**src/rtl/sinc_seq_pkg.sv**
```systemverilog
// Shared state encoding and signed range helpers for the sinc_seq sequence source.
`default_nettype none

package sinc_seq_pkg;

  typedef enum logic [1:0] {
    S_IDLE = 2'd0,
    S_RUN  = 2'd1,
    S_FIN  = 2'd2
  } state_e;

  // Widest DATAWIDTH the range helpers can describe.
  localparam int MAX_DW = 64;

  // Most-positive and most-negative signed values, zero-extended to MAX_DW bits.
  function automatic logic [MAX_DW-1:0] smax_fn(input int dw);
    smax_fn = (64'd1 << (dw - 1)) - 64'd1;
  endfunction

  function automatic logic [MAX_DW-1:0] smin_fn(input int dw);
    smin_fn = 64'd1 << (dw - 1);
  endfunction

endpackage

`default_nettype wire

```
**src/rtl/sinc_seq_sinc.sv**
```systemverilog
// SINC: combinational signed incrementer (a -> a+1, modular DATAWIDTH), twin of the DEC primitive.
`default_nettype none

module sinc_seq_sinc
  import sinc_seq_pkg::*;
#(
  parameter int DATAWIDTH = 32
) (
  input  logic signed [DATAWIDTH-1:0] a_i,
  output logic signed [DATAWIDTH-1:0] y_o
);

  assign y_o = a_i + {{(DATAWIDTH-1){1'b0}}, 1'b1};

endmodule

`default_nettype wire

```
**src/rtl/sinc_seq.sv**
```systemverilog
// sinc_seq: signed up-counting sequence source (first..last) with valid/ready output handshake.
`default_nettype none

module sinc_seq
  import sinc_seq_pkg::*;
#(
  parameter int DATAWIDTH = 32,
  parameter int SATURATE  = 0
) (
  input  logic                        Clk,
  input  logic                        Rst,
  input  logic                        start,
  input  logic signed [DATAWIDTH-1:0] first,
  input  logic signed [DATAWIDTH-1:0] last,
  output logic signed [DATAWIDTH-1:0] d,
  output logic                        valid,
  input  logic                        ready,
  output logic                        busy,
  output logic                        done,
  output logic                        wrap
);

  localparam logic [MAX_DW-1:0] MAX_W = smax_fn(DATAWIDTH);
  localparam logic [MAX_DW-1:0] MIN_W = smin_fn(DATAWIDTH);
  localparam logic signed [DATAWIDTH-1:0] MAX_V = MAX_W[DATAWIDTH-1:0];
  localparam logic signed [DATAWIDTH-1:0] MIN_V = MIN_W[DATAWIDTH-1:0];

  state_e                      state_q;
  logic signed [DATAWIDTH-1:0] d_q;
  logic signed [DATAWIDTH-1:0] last_q;
  logic                        valid_q;
  logic                        busy_q;
  logic                        done_q;
  logic                        wrap_q;
  logic signed [DATAWIDTH-1:0] inc_d;

  sinc_seq_sinc #(
    .DATAWIDTH(DATAWIDTH)
  ) u_sinc (
    .a_i(d_q),
    .y_o(inc_d)
  );

  always_ff @(posedge Clk) begin
    if (Rst) begin
      state_q <= S_IDLE;
      d_q     <= '0;
      last_q  <= '0;
      valid_q <= 1'b0;
      busy_q  <= 1'b0;
      done_q  <= 1'b0;
      wrap_q  <= 1'b0;
    end else begin
      done_q <= 1'b0;
      case (state_q)
        S_IDLE: begin
          if (start) begin
            last_q  <= last;
            d_q     <= first;
            valid_q <= 1'b1;
            busy_q  <= 1'b1;
            wrap_q  <= 1'b0;
            state_q <= S_RUN;
          end
        end
        S_RUN: begin
          // valid is always high in RUN, so ready alone marks an accepted element.
          if (ready) begin
            if (d_q == last_q) begin
              valid_q <= 1'b0;
              busy_q  <= 1'b0;
              done_q  <= 1'b1;
              state_q <= S_FIN;
            end else if (d_q == MAX_V) begin
              wrap_q <= 1'b1;
              if (SATURATE != 0) begin
                valid_q <= 1'b0;
                busy_q  <= 1'b0;
                done_q  <= 1'b1;
                state_q <= S_FIN;
              end else begin
                d_q <= MIN_V;
              end
            end else begin
              d_q <= inc_d;
            end
          end
        end
        S_FIN: begin
          state_q <= S_IDLE;
        end
        default: begin
          state_q <= S_IDLE;
        end
      endcase
    end
  end

  assign d     = d_q;
  assign valid = valid_q;
  assign busy  = busy_q;
  assign done  = done_q;
  assign wrap  = wrap_q;

endmodule

`default_nettype wire

```
**config.mk**
```make
export PLATFORM = sky130hd
export DESIGN_NAME = sinc_seq
export DESIGN_NICKNAME = d
export VERILOG_FILES = /design/src/rtl/sinc_seq_pkg.sv /design/src/rtl/sinc_seq_sinc.sv /design/src/rtl/sinc_seq.sv
export SDC_FILE = /design/constraint.sdc
export NUM_CORES = 1
export LEC_CHECK = 0
export ABC_AREA = 1
export CORE_MARGIN = 1.5
export CORE_UTILIZATION = 51
export CTS_BUF_LIST = sky130_fd_sc_hd__clkbuf_4
export DETAILED_ROUTE_END_ITERATION = 12
export PLACE_DENSITY = 0.91
export SLEW_MARGIN = 0
export SYNTH_ARGS = -nofsm -noshare
export SYNTH_HDL_FRONTEND = slang
export SYNTH_SLANG_ARGS = --single-unit
```
**constraint.sdc**
```tcl
create_clock -name Clk -period 2.3 [get_ports Clk]
set_input_delay 0.23 -clock Clk [delete_from_list [all_inputs] [get_ports Clk]]
set_output_delay 0.23 -clock Clk [all_outputs]
set_load 0.005 [all_outputs]
```
Word level (Yosys, flattened, before mapping)

Index checks and enable logic that the tools add are counted.

Add/subtract/negate cells: 1
Multipliers: 0
Div/mod/pow operators: 0
Order comparisons: 0
Equality and inequality tests: 8
Shifts and indexed selects: 0
Mux-type cells: 19
Bitwise logic cells: 2
Reduce and logical (&&, ||, !) cells: 8

Operator list:

| kind                                                            | number |
|---|---|
| 32-bit two-way mux                                              | 4 |
| 32-bit one-hot mux with 2 select lines                          | 1 |
| 32-bit by 1-bit adder with 32-bit output, second input constant | 1 |
| 32-bit == test                                                  | 1 |
| 32-bit == test, second input constant                           | 1 |
| 2-bit inequality test, second input constant                    | 5 |
| 1-bit two-way mux                                               | 8 |
| 4-bit AND reduction                                             | 2 |
| 2-bit two-way mux                                               | 3 |
| 5-bit AND reduction                                             | 1 |
| 1-bit one-hot mux with 2 select lines                           | 2 |
| 2-bit one-hot mux with 2 select lines                           | 1 |
| 3-bit AND reduction                                             | 1 |
| 3-bit OR reduction                                              | 1 |
| 2-bit by 1-bit == test with 1-bit output, second input constant | 1 |
| 2-bit logical NOT                                               | 1 |
| 1-bit NOT                                                       | 2 |
| 2-bit AND reduction                                             | 1 |
| 2-bit nonzero test                                              | 1 |

Bits in registers: 69
Bits in latches: 0
Bits in writable memories: 0
Bits in read-only memories: 0
Bits of input ports: 68
Output and inout port bits: 36
Logic and storage cells: 44
Memories: 0

Depth between registers and ports, before layout

Gate-level depths: netlist (run 1).

Depth in word-level cells: 5
Depth in mapped cells: 14
Depth with buffers taken out: 12

Cells and area by module

A second synthesis (run 1) with hierarchy kept.

Cells, all modules: 744
Area total of the unflattened synthesis: 4573.1 um^2

Modules (own cells, without submodules):

| module        | instances | cells each | area an instance (um^2) | seq. area each (um^2) |
|---|---|---|---|---|
| sinc_seq      | 1         | 552        | 3628.5                  | 1381.3 |
| sinc_seq_sinc | 1         | 192        | 944.7                   | 0.0 |

Least setup slack after synthesis (run 1)

No wires, ideal clock.

Path type: register -> register
Start: register d_q[0], in the netlist d[0]
End: register d_q[0], in the netlist d[0]
Arrival time: 1709 ps
Required time: 2168 ps
Slack: 459 ps
Cell stages (with the launch flop): 12
Buffers on the path: 1
Clock period less this slack: 1841 ps
Cells stage by stage: dfxtp_1 -> ha_1 -> nand2_1 -> nor2_1 -> nand2_1 -> nor2_2 -> nand2_1 -> nand2_1 -> buf_2 -> o21ai_0 -> nand3_1 -> a21oi_1

Cells in the longest elaborated chain, start to end: 5
Elaborated cells between the ends (all ways): 9
Classes of those cells: add/sub: 1; eq/ne: 3; mux: 4; reduce/logical: 1

RTL lines:

| item                                                                       | RTL line                            | RTL |
|---|---|---|
| start, declared                                                            | sinc_seq.sv:29                      | `logic signed [DATAWIDTH-1:0] d_q;` |
| start signal, assigned                                                     | sinc_seq.sv:59                      | `d_q <= first;` |
| start signal, assigned                                                     | sinc_seq.sv:85                      | `d_q <= inc_d;` |
| 32-bit by 1-bit adder with 32-bit output or 32-bit == test (tied branches) | sinc_seq_sinc.sv:13, sinc_seq.sv:74 |  |
| 32-bit two-way mux                                                         | sinc_seq.sv:74                      | `end else if (d_q == MAX_V) begin` |
| 32-bit two-way mux                                                         | sinc_seq.sv:69                      | `if (d_q == last_q) begin` |
| 32-bit two-way mux                                                         | sinc_seq.sv:68                      | `if (ready) begin` |
| 32-bit one-hot mux with 2 select lines                                     | sinc_seq.sv:55                      | `case (state_q)` |

Several ways; a longest one is shown, not always the timed one. The select of a mux whose other input is x is not followed.
A chain may end at the register's enable or synchronous reset.

Worst setup path after layout (run 1)

Start: register d_q[9], in the netlist d[9]
End: register d_q[22], in the netlist d[22]

The elaborated chain is that of the path after synthesis.

==> results of run 1 <==
[through the flow]
| stage | area [µm²] | power [µW] |
|---|---|---|
| floorplan | 4160 | 1900 |
| global placement | 5330 | 2260 |
| detailed placement | 5330 | 2290 |
| CTS | 5450 | 2990 |
| global route | 5460 | 3150 |
| finish | 5460 | 3010 |
[worst max path at each step]
| stage | end | slack, ns |
|---|---|---|
| final | d[22] | 0.13 |
| after global routing | d[11] | 0.01 |
| after CTS | d[22] | 0.15 |
| after detailed placement | d[22] | 0.20 |
| after global placement | d[11] | 0.19 |
| after floorplan | d[0] | 0.46 |
[cell type report]
cell class              count  area (µm²)  area share
clock buffers               9        67.6      0.0124
clock inverters             7        48.8     0.00893
inverters                  50         188      0.0343
multi-input cells         530        2460       0.450
flip-flops and latches     69        1390       0.253
well taps                 102         128      0.0234
repair buffers            122        1190       0.217
[metal layers]
metal  track usage  vias up  part of all wire
met2         0.513      237              0.46
li1              -     2377                 -
met3        0.0455       22             0.087
met1         0.435     2151              0.43
met4         0.112        0             0.022
met5             0        -                 0
[registers in the layout (all words and copies together) (netlist names)]
| name | count |
|---|---|
| busy | 1 |
| last_q | 32 |
| done | 1 |
| state_q | 2 |
| wrap | 1 |
| d | 32 |
[power by group]
part	leakage, µW	switching [µW]	internal [µW]
clock network	0.0000580	495	224
logic	0.00150	431	421
registers	0.000570	140	1300
total	0.00212	1070	1940
[worst max-delay path, delay by kind of cell, from the launching register on]
kind	cells	cell delay [ns]
DFF	1	0.55
and+or+nand+nor	9	1.22
buffers and inverters	1	0.17
AOI/OAI and AO/OA	1	0.12
[cell usage after synthesis]
master,number
dfxtp_1,69
nand2_4,1
nor4_1,2
o31ai_1,2
inv_1,49
nor2_1,78
nand3_1,66
xnor2_1,21
o21ai_1,2
a21oi_1,54
buf_2,4
o211ai_1,1
ha_1,1
xor2_1,11
nor3_1,6
or2_1,1
inv_2,1
nand4_1,10
o31ai_2,1
nor2_2,2
nor2_4,2
o21ai_0,35
or2_2,2
nand2_1,232
clkbuf_1,22
buf_6,1
buf_4,4
[cells by family (layout without fill, tap and decap cells)]
family          after synthesis  count (layout)  synth area share
simple gates                402             402             0.400
compound gates               95              95             0.118
buf+inv                      81             188            0.0797
flops                        69              69             0.332
xor+xnor                     32              32            0.0674
fa+ha+maj                     1               1           0.00301
[what timing repair did]
action / in CTS / in global routing
setup endpoints to repair: 0 / 10
hold buffers: 0 / 0
resized for setup: 0 / 5
endpoints found under the hold margin: 0 / 0
==> impl.org, run 1 <==
** Synth
- Number of instances in the synthesized netlist :: 680
- When the netlist entered floorplanning its net count stood at 749.
- Synthesized area :: 4160 µm²
- Share of synthesized area occupied by flip-flops and latches :: 0.332
- Leading area contributor after synthesis :: dfxtp_1
- The number of different library cells used by synthesis comes to 27.
- During synthesis, Yosys emitted a total of 0 warnings.
- Counting flops and latches in the post-synthesis netlist gives 69.
- A synthesized cell averages 6.12 µm².
- Ranking of synthesized cells by area :: dfxtp_1 (33%), nand2_1 (21%), nand3_1 (7.9%), nor2_1 (7.0%), a21oi_1 (6.5%)
- Of the post-synthesis cell area, the dominant cell type holds 0.332.

** Clock tree
- Buffer cell driving the clock tree root :: clkbuf_4
- Skew-Pair Late Insertion Delay :: 0.42 ns
- CTS tree :: done
- Setup repair bufs after CTS :: 0
- Counting the buffers created by CTS gives 9.
- Htree depth :: 3
- Clock-pin slew on the worst setup and hold paths :: 0.13 ns
- CTS sink count :: 69
- Clock Path Buffers :: 2

** Hold path
- Worst min-delay path category :: in -> reg
- In this run the most critical hold path is launched from last[26].
- The worst hold path passes through 3 cells.
- WHS Endpoint :: last_q[26]

** STA
- Final Cycle Share :: 0.944
- Setup repair after global routing left no endpoint under its margin.
- Setup_tns :: 0 ns
- Final setup margin :: 0.129 ns
- Final count of negative-setup-slack endpoints :: 0
- Headroom to the max-slew limit came out at 0.692.
- Clock skew :: 0.0176 ns
- For the pin with the worst max-slew slack, the measured transition is 0.462 ns.
- Worst hold slack :: 0.378 ns
- Final-report max-slew violation count :: 0
- The number of failing hold endpoints at the final stage came to 0.
- For this run, the top clock speed supported by timing is 461 MHz.
- Minimum period implied by the final worst setup slack :: 2.17 ns

** Drt
- Iteration-0 DRC count of the detailed router :: 474
- Total wire length :: 13800 µm
- Mean routed wirelength per cell :: 15.5 µm
- Vias after detailed routing :: 4787
- Total iterations of the first detailed-routing run :: 5
- Residual antenna-violating net count after detailed routing :: 0
- After detailed routing, the number of vias per cell comes to 5.38.
- After detailed routing, the number of remaining DRC violations is 0.

** Floorplanning
- Full die area :: 8710 µm²
- Area of the core :: 7810 µm²
- Starting utilization of the core area :: 0.533
- Floorplan die width :: 93.3 µm
- In this run the core area contains 32 standard-cell rows.
- I/O Pins :: 104
- Vertical die dimension :: 93.3 µm

** Pwr
- Static Leakage :: 0.00212 µW
- Power density over cell area :: 550 nW/µm²
- VDD sags by at most 0.396 mV.

** Worst setup path
- Register-to-Register Path Depth :: 11
- The worst setup path is captured at a flop.
- The most numerous cell type found on the critical path is nand2_1.
- Setup slack of the worst register-to-register path :: 0.13 ns
- Data arrives at the worst endpoint at 2.48 ns.
- Along the worst path, the maximum fanout reaches 6.
- Element type at the critical path start :: flop
- The critical path starts at d[9].
- Crit path cell chain :: nand2_1 > nor2_1 > nand2_1 > nor2_4 > nand2_1 > nand2_1 > inv_1 > o21ai_0 > nand2_1 > nor2_1 > nor2_1
- In this run the critical register-to-register path is captured at d[22].
- The slowest stage of the critical path is the dfxtp_1 cell.
- Critical Setup Path Class :: reg -> reg
- The largest single stage delay on the critical path is 0.55 ns.
- Data required time at the worst endpoint :: 2.61 ns
- Reg-to-reg critical path startpoint :: d[9]

** Layout
- Synthesis-to-finish area growth :: 31.3%
- In the layout the commonest cells are nand2_1 (232), clkdlybuf4s50_1 (103), nor2_1 (78), nand3_1 (66), dfxtp_1 (66).
- Ratio of cells with drive above 1 in the final layout :: 0.0572
- Number of nets in the finished design :: 851
- Leading cell type in the layout, fill and taps excluded :: nand2_1
- The number of antenna diodes in the final layout is 0.
- End-of-flow core utilization :: 0.700
- Final non-filler cell total :: 889
- FILL cells :: 692

** GRT
- Entering global routing, the biggest net connects 50 pins.
- Via count of the first global-routing pass :: 4397
- GRT Util Overall :: 0.319
- First-pass GRT wire length :: 21600 µm
- After global routing the overflow that remains totals 0.
- Antenna violations before repair :: 0

** Placement
- Counting tap cells, the placed design contains a total of 873 instances.
- Placer's final routability congestion estimate :: 0.946
- OpenSTA, run right after detailed placement, puts the worst setup slack at 0.204 ns.
- HPWL after DPL :: 10300 µm
- Count of input and output buffers :: 103

** Run status
- Result of the run :: finished, final reports clean

** Run
- The tool flagged a number of max-cap violations equal to 0.
Note: power is estimated with default switching activity, not from simulation.
==> inputs of run 2 (changes only) <==
- PLACE_DENSITY: 0.91 -> 0.92
==> impl.org, run 2 (synthesis gave the netlist of run 1 again) <==
** Run status
- The run finished with clean final reports.

** Worst setup path
- Critical Setup Path Class :: reg -> reg
- Largest fanout of any net on the critical path :: 6 (unchanged)
- STA classifies the critical path endpoint as a flop.
- Crit-path max cell delay :: 0.54 ns (about the same)
- Crit path cell chain :: nand2_1 > nor2_1 > nand2_1 > nor2_2 > nand3_1 > nor2_1 > nand2_1 > nand3_1 > nand2_1 > nor2_1 > nor2_1
- The slowest stage of the critical path belongs to the cell dfxtp_1.
- The worst endpoint data arrival time came to 2.38 ns (-0.10 ns).
- The worst setup path is launched from a flop.
- Data required time at the worst endpoint :: 2.62 ns (about the same)

** Drt
- The residual DRC count came to 0 (unchanged).
- Mean routed wirelength per cell :: 15.4 µm (-0.33%)
- Total wire length :: 13700 µm (-0.67%)
- The detailed-router iteration count before antenna repair was 5 (unchanged).
- The starting DRC count in detailed routing was 377 (-20%).
- The detailed-route via count is 4860 (+1.5%).
- Routed via count divided by cell count :: 5.49 (+1.9%)
- The number of nets with antenna violations after routing came to 0 (unchanged).

** GRT
- The global-route usage over all layers is 0.322 (+0.00292).
- Routing layer with the top usage in global route :: met2
- The initial antenna violation count is 0 (unchanged).
- The number of global-route vias before repair was 4563 (+3.8%).
- The total grt overflow came to 0 (unchanged).
- The global routing usage on met2 is 0.526 (+0.0133).
- The global-route wire length before repair came to 22000 µm (+1.5%).
- Met3 Resource Use GR :: 0.0439 (-0.00163)
- The largest net degree at the start of global routing was 50 (unchanged).
- The met1 usage in global routing was 0.436 (+0.00152).

** Layout
- Number of nets in the finished design :: 848 (-0.35%)
- Footprint of the flip-flops and latches :: 1380 µm² (-0.27%)
- The growth of design area from synthesis to finish is 31.4% (about the same).
- Ratio of cells with drive above 1 in the final layout :: 0.0561 (-0.00106)
- The library cells used most frequently in the layout, excluding fill and tap cells, are nand2_1 (231), clkdlybuf4s50_1 (103), nor2_1 (76), dfxtp_1 (69), nand3_1 (66).
- The area taken by multi-input logic gates is 2460 µm² (about the same).
- Leading cell type in the layout, fill and taps excluded :: nand2_1
- FILL cells :: 698 (+0.87%)
- Diodes inserted :: 0 (unchanged)

** Clock tree
- CTS Buf Count :: 9 (unchanged)
- Skew-Pair Late Insertion Delay :: 0.43 ns (about the same)
- The post-CTS setup repair buffer count came to 0 (unchanged).
- The count of hold-fix buffers inserted at cts came to 0 (unchanged).
- The buffer depth of the longest clock path is 2 (unchanged).
- Clock-pin slew on the worst setup and hold paths :: 0.14 ns (about the same)
- Htree depth :: 3 (unchanged)
- The total clock sinks came to 69 (unchanged).
- TritonCTS built the clock tree.
- Buffer cell driving the clock tree root :: clkbuf_4

** Floorplanning
- # rows :: 32 (unchanged)
- Area of the core :: 7810 µm² (unchanged)
- The floorplan die width came to 93.3 µm (unchanged).
- Starting utilization of the core area :: 0.533 (unchanged)
- The top-level I/O count was 104 (unchanged).
- The die area is 8710 µm² (unchanged).
- Vertical die dimension :: 93.3 µm (unchanged)

** STA
- The final cycle utilization of the critical path came to 0.897 (-0.0474).
- Remaining max-slew budget at the tightest pin :: 0.683 (-0.00900)
- Achievable Freq :: 485 MHz (+5.3%)
- Clock skew :: 0.0196 ns (+0.00201 ns)
- Transition time of the tightest slew-check pin :: 0.475 ns (+0.0131 ns)
- Minimum period implied by the final worst setup slack :: 2.06 ns (-0.109 ns)
- Final-report max-slew violation count :: 0 (unchanged)
- Setup repair after global routing left no endpoint under its margin.
- The number of failing hold endpoints at the final stage is 0 (unchanged).
- Final count of negative-setup-slack endpoints :: 0 (unchanged)
- The summed negative setup slack over all endpoints came to 0 ns (unchanged).

** Pwr
- The leakage power was 0.00212 µW (-0.11%).
- The overall power of the completed layout was 3130 µW (+4.1%).
- The total power per unit cell area was 573 nW/µm² (+4.1%).
- Worst IR Drop VDD :: 0.401 mV (+1.2%)

** Placement
- The placer's final routability congestion estimate was 1.00 (+5.8%).
- HPWL after DPL :: 10100 µm (-1.1%)
- Count of input and output buffers :: 103 (unchanged)

** Hold path
- The min-delay analysis places its worst path in the category in -> reg.

** Run
- Maximum Capacitance Violations :: 0 (unchanged)
## run 2: cell count changes in the layout (fill, tap and decap cells not counted)
| cell | previous run | this run |
|---|---|---|
| nor2_1 | 78 | 76 |
| buf_4 | 18 | 15 |
| nand2_8 | 1 | 0 |
| clkbuf_4 | 9 | 10 |
| nor2_2 | 1 | 3 |
| bufinv_16 | 0 | 1 |
| dfxtp_2 | 3 | 0 |
| nand2_1 | 232 | 231 |
| nand2_2 | 0 | 1 |
| dfxtp_1 | 66 | 69 |
| clkinv_1 | 2 | 0 |
| nand2_4 | 0 | 1 |
## run 2: routing by layer
layer  share of wire  wire (µm)
met2            0.46       6250
met4           0.014        198
met3           0.082       1130
met1            0.45       6090
met5               0          0
## run 2: final timing paths
kind	from	endpoint	slack [ns]	cells after the start
min	last[6]	last_q[6]	0.37	3
max reg2reg	d[7]	d[18]	0.24	11
max	d[7]	d[18]	0.24	11
min reg2reg	wrap	wrap	0.48	2
## run 2: layout make-up
type	count	area share
timing repair buffer	119	0.213
tap	102	0.0233
multi-input combinational	530	0.450
clock inverter	6	0.0130
sequential	69	0.253
clock buffer	10	0.0137
inverter	50	0.0343
## run 2: per-stage QoR
step	cells	hold slack [ns]	setup slack, ns	instance area [µm²]	util
floorplan	680	0.397	0.459	4160	-
global placement	870	0.450	0.203	5310	0.680
detailed placement	870	0.458	0.174	5310	0.680
CTS	886	0.349	0.130	5450	0.699
global route	886	0.361	0.0215	5470	0.700
finish	886	0.367	0.238	5470	0.700
## run 2: report_power, final
part	internal (µW)	switching, µW
combinational	415	427
clock	353	503
sequential	1290	138
## run 2: worst max-delay path: cells and delay by family (launching register included)
family,cells,cell delay [ns]
simple gates,11,1.42
flops,1,0.54
## run 2: repair_timing
action                                 CTS  global route
endpoints found under the hold margin    0             0
setup endpoints to repair                0            14
resized for setup                        0             4
